`config.mk`:
```
export PLATFORM = sky130hd
export DESIGN_NAME = qupls_reglist_seq
export DESIGN_NICKNAME = d
export VERILOG_FILES = /design/src/rtl/qupls_reglist_seq.sv
export SDC_FILE = /design/constraint.sdc
export NUM_CORES = 1
export LEC_CHECK = 0
export ABC_CLOCK_PERIOD_IN_PS = 3750
export BUFFER_PORTS_ARGS = -buffer_cell sky130_fd_sc_hd__buf_4
export CORE_ASPECT_RATIO = 0.8
export CORE_MARGIN = 5
export CORE_UTILIZATION = 45
export CTS_BUF_LIST = sky130_fd_sc_hd__clkbuf_4
export CTS_CLUSTER_SIZE = 24
export DETAILED_ROUTE_END_ITERATION = 8
export PLACE_DENSITY = 0.68
export SLEW_MARGIN = 40
export SYNTH_ARGS = -nofsm -noshare
export SYNTH_HDL_FRONTEND = slang
export SYNTH_SLANG_ARGS = --single-unit
```
`constraint.sdc`:
```
create_clock -name clk -period 3.75 [get_ports clk]
set_clock_uncertainty 0.05 [all_clocks]
set_input_delay 0.5625 -clock clk [delete_from_list [all_inputs] [get_ports clk]]
set_output_delay 0.5625 -clock clk [all_outputs]
set_load 0.02 [all_outputs]
```
`src/rtl/qupls_reglist_seq.sv`:
```
`default_nettype none
// ============================================================================
// Module   : qupls_reglist_seq
// Purpose  : Register-list sequencer. Expands a load/store-multiple bitmask
//            into one micro-op per selected register, lowest register first,
//            with a scaled memory offset per micro-op.
// Revision : 1.0  initial release
// ============================================================================
module qupls_reglist_seq #(
  parameter int NREG = 32,
  parameter int OFSW = 12
) (
  input  logic            clk,
  input  logic            rst,
  input  logic            en,
  input  logic            flush,
  input  logic            start,
  input  logic            is_load,
  input  logic [NREG-1:0] mask,
  input  logic [2:0]      scale,
  input  logic            pack,
  output logic            reglist_active,
  output logic            stall,
  output logic            irq_defer,
  output logic [7:0]      aregno,
  output logic [7:0]      regcnt,
  output logic [OFSW-1:0] offset,
  output logic            ld,
  output logic            last,
  output logic            done
);

  localparam logic [1:0]      IDLE = 2'd0;
  localparam logic [1:0]      RUN  = 2'd1;
  localparam logic [NREG-1:0] ONE  = NREG'(1);

  logic [1:0]      state;
  logic [1:0]      state_nxt;
  logic [NREG-1:0] pending;
  logic [7:0]      cnt;
  logic [2:0]      scale_q;
  logic            pack_q;
  logic [7:0]      lsb_idx;
  logic [7:0]      off_base;
  logic            mask_nz;
  logic            one_left;
  logic            accept_start;
  logic            advance;

  assign mask_nz      = |mask;
  // Exactly one bit remains when clearing the lowest set bit empties the set.
  assign one_left     = (|pending) && ((pending & (pending - ONE)) == '0);
  // A start is only honoured from IDLE; the re-presented instruction seen
  // while RUN is ignored so the list is not restarted.
  assign accept_start = (state == IDLE) && start && en;
  assign advance      = (state == RUN) && en;

  // Locate the lowest set bit of the pending set (scan high to low so the
  // lowest index wins).
  always_comb begin
    lsb_idx = '0;
    for (int i = NREG - 1; i >= 0; i--) begin
      if (pending[i]) lsb_idx = 8'(i);
    end
  end

  // State register; reset and flush both return to IDLE.
  always_ff @(posedge clk) begin
    if (rst) state <= IDLE;
    else     state <= state_nxt;
  end

  // Next-state decision; flush overrides any start in the same cycle.
  always_comb begin
    state_nxt = state;
    if (flush) begin
      state_nxt = IDLE;
    end else begin
      case (state)
        IDLE:    if (accept_start && mask_nz) state_nxt = RUN;
        RUN:     if (en && one_left)          state_nxt = IDLE;
        default: state_nxt = IDLE;
      endcase
    end
  end

  // Datapath: latch the list on start, retire one register per advance,
  // and pulse done after an empty list or the final micro-op.
  always_ff @(posedge clk) begin
    if (rst) begin
      pending <= '0;
      cnt     <= '0;
      ld      <= 1'b0;
      done    <= 1'b0;
      scale_q <= '0;
      pack_q  <= 1'b0;
    end else if (flush) begin
      pending <= '0;
      cnt     <= '0;
      done    <= 1'b0;
    end else begin
      done <= (accept_start && !mask_nz) || (advance && one_left);
      if (accept_start) begin
        pending <= mask;
        ld      <= is_load;
        scale_q <= scale;
        pack_q  <= pack;
        cnt     <= '0;
      end else if (advance) begin
        pending <= pending & (pending - ONE);
        if (cnt != 8'hFF) cnt <= cnt + 8'd1;
      end
    end
  end

  // Output decode; everything except irq_defer, ld and done reads zero in IDLE.
  always_comb begin
    reglist_active = 1'b0;
    stall          = 1'b0;
    last           = 1'b0;
    aregno         = '0;
    regcnt         = '0;
    offset         = '0;
    off_base       = pack_q ? cnt : lsb_idx;
    irq_defer      = (state == IDLE) && start && mask_nz;
    if (state == RUN) begin
      reglist_active = 1'b1;
      last           = one_left;
      stall          = !one_left;
      aregno         = lsb_idx;
      regcnt         = cnt;
      offset         = OFSW'(off_base) << scale_q;
      irq_defer      = 1'b1;
    end
  end

endmodule
`default_nettype wire

```
==> impl_metrics.tcl <==
set metrics [dict create \
    status "completed" \
    synth_edf_count 0 \
    grt_pass1_vias 3688 \
    nFillCells 768 \
    place_hpwl_mm 8.856 \
    yosysTopAreaCell "dfxtp_1" \
    slowest_delay_ns 0.61 \
    htree_levels 2 \
    port_buffers 72 \
    synth.top_cell.area_share_pct 26.18 \
    netlist_top_cells_area "dfxtp_1 (26%), nand2_1 (6.2%), nor2_1 (6.2%)" \
    worst-path-stages 7 \
    synthTopCellsByCount "nand2_1 (59), nor2_1 (59), dfxtp_1 (47)" \
    maxCapViolCount 0 \
    yosysWarningCount 0 \
    area_growth_syn_to_layout_pct 19.15 \
    drtIter0Drc 373 \
    critical_path_class "flop to output port" \
    syn_inst 491 \
    critPathBufInv 2 \
    start_util_pct 45.64 \
    vias_per_cell 6.134 \
    max_freq_mhz 272.5 \
    total_power_mw 1.183 \
    slowest_stage "or4_4" \
    synth_area_um2 3593 \
    ios 76 \
    rr_endpoint "state[0]" \
    clk_latency_ns 0.39 \
    post-place-cells 643 \
    die_w_um 109.9 \
    power_density_nw_per_um2 276.3 \
    r2r_cells 6 \
    crit_arrival_ns 3.06 \
    tightest_slew_ns 0.6836 \
    worstHoldEndpoint "scale_q[2]" \
    diodes 0 \
    post_drt_wl_per_cell_um 18.23 \
    grt_max_degree 36 \
    gp_congestion 0.9704 \
    clockRootBuffer "clkbuf_4" \
    setup_violations 0 \
    syn_avg_cell_area_um2 7.319 \
    synth_ff_type "dfxtp_1" \
    min_from "rst" \
    synth_cell_types 72 \
    min_period_over_period_pct 97.86 \
    leakage_nw 1.625 \
    yosysSeqAreaShare_pct 26.18 \
    wl_mm 11.98 \
    cts_tree "yes" \
    postCtsHoldBufs 0 \
    antenna_found_initial 0 \
    r2r_slack_ns 1.07 \
    finalHoldViolCount 0 \
    clk_path_buf_depth 2 \
    final_cells 657 \
    rsz0062_at_grt "false" \
    dieHeight_um 89.93 \
    crit_fanout 7 \
    end_kind "output port" \
    grtUsageTotal_pct 23.84 \
    rows 29 \
    r2r-start "pending[0]" \
    worst_path_dominant_cell_family "simple AND/OR/NAND/NOR gates" \
    fin_nets 591 \
    clk_transition_reported_paths_ns 0.16 \
    final.setup.tns_ns 0 \
    required_ns 3.14 \
    yosys_register_bits 47 \
    finalMaxSlewViolations 0 \
    start_kind "flop" \
    drc_errors 0 \
    cts.sinks 47 \
    core_area_um2 7874 \
    async_flop_share_pct 0 \
    postRouteAntennaNets 0 \
    slew_headroom_pct 54.43 \
    dieArea_um2 9884 \
    overflow 0 \
    hold_path_class "primary input to flop" \
    vias 4030 \
    hold_path_depth 2 \
    path_cells "or4_4 > or2_1 > maj3_1 > o31a_1 > o41ai_2 > inv_1 > buf_4" \
    cts_buffers 5 \
    peakVddDrop_uv 190.2 \
    drive_gt1_share_pct 22.22 \
    drtPass1Iterations 4 \
    layout_min_cycle_time_ns 3.670 \
    grt_pass1_wl_mm 19.01 \
]
==> power breakdown <==
part           switching (mW)  total [mW]  internal (mW)  leakage, nW
Combinational           0.215       0.372          0.157         1.21
Clock                   0.194       0.275         0.0804       0.0337
Sequential             0.0260       0.536          0.510        0.382
==> flip-flops by register name, summed over array words and instances (netlist names) <==
name,count
pack_q,1
state,1
scale_q,3
pending,32
ld,1
cnt,8
done,1
==> metrics by stage <==
| step | area (um^2) | setup WS (ns) | utilization, % | hold WS (ns) |
|---|---|---|---|---|
| final | 4282 | 0.08020 | 54.38 | 0.3060 |
| after CTS | 4198 | 0.02616 | 53.31 | 0.3025 |
| after global placement | 4113 | 0.4600 | 52.23 | 0.4142 |
| after global routing | 4282 | 0.0007490 | 54.38 | 0.2948 |
| after detailed placement | 4116 | 0.3869 | 52.28 | 0.4248 |
| after floorplan | 3601 | 0.7129 | - | 0.4312 |
==> timing repair <==
action / 4_1_cts / 5_1_grt
hold endpoints to repair: 0 / 0
pin swaps: 2 / 4
setup endpoints to repair: 1 / 10
resized for setup: 1 / 12
gates cloned: 0 / 0
buffers inserted: 2 / 4
==> worst register-to-register path, stage by stage (launching register included) <==
cell and delay (ns):
dfxtp_1 0.43, or4_4 0.61, or2_1 0.30, maj3_1 0.34
o31a_1 0.31, o41ai_2 0.41, a21oi_1 0.11
==> final cells by class <==
type,count,area [um^2],share of cell area (%)
Multi-Input combinational cell,396,2450,57.22
Sequential cell,47,944.7,22.06
Timing Repair Buffer,85,638.1,14.90
Tap cell,108,135.1,3.156
Inverter,13,48.80,1.140
Clock buffer,5,37.54,0.8767
Clock inverter,3,27.53,0.6429
==> worst max path at each step <==
stage                            from   endpoint
after floorplan           pending[12]  offset[6]
after CTS                 pending[12]      stall
after detailed placement   pending[8]      stall
after global routing       pending[0]      stall
final                      pending[0]      stall
after global placement     pending[8]      stall
==> metal layers <==
layer,global-route usage (%),share of wire [%],up-vias
li1,-,-,1930
met1,36.77,47,1899
met2,33.69,43,177
met3,4.370,8.1,24
met4,5.815,1.7,0
met5,0,0,-
==> cells in the final DEF (no fill, tap or decap), drive strengths merged, types with 11 or more instances in the layout <==
| cell | synthesis | layout |
|---|---|---|
| and2 | 11 | 11 |
| a21oi | 35 | 35 |
| nand2 | 60 | 60 |
| a22oi | 13 | 13 |
| nor4 | 19 | 19 |
| nor2 | 59 | 59 |
| nor3 | 18 | 18 |
| dfxtp | 47 | 47 |
| buf | 14 | 85 |
| inv | 13 | 15 |
| o21ai | 38 | 38 |
==> cells by family (layout without fill, tap and decap cells) <==
logic type | count (synthesis) | after routing | share of synthesized area, %
DFF | 47 | 47 | 26.18
AOI/OAI and AO/OA | 155 | 155 | 29.35
other | 1 | 3 | 0.1044
xor gates and xnor gates | 6 | 6 | 1.463
adders and majority gates | 4 | 4 | 1.184
buffers and inverters | 50 | 106 | 7.381
and+or+nand+nor | 218 | 218 | 31.51
muxes | 10 | 10 | 2.820
Note: power is estimated with default switching activity, not from simulation.
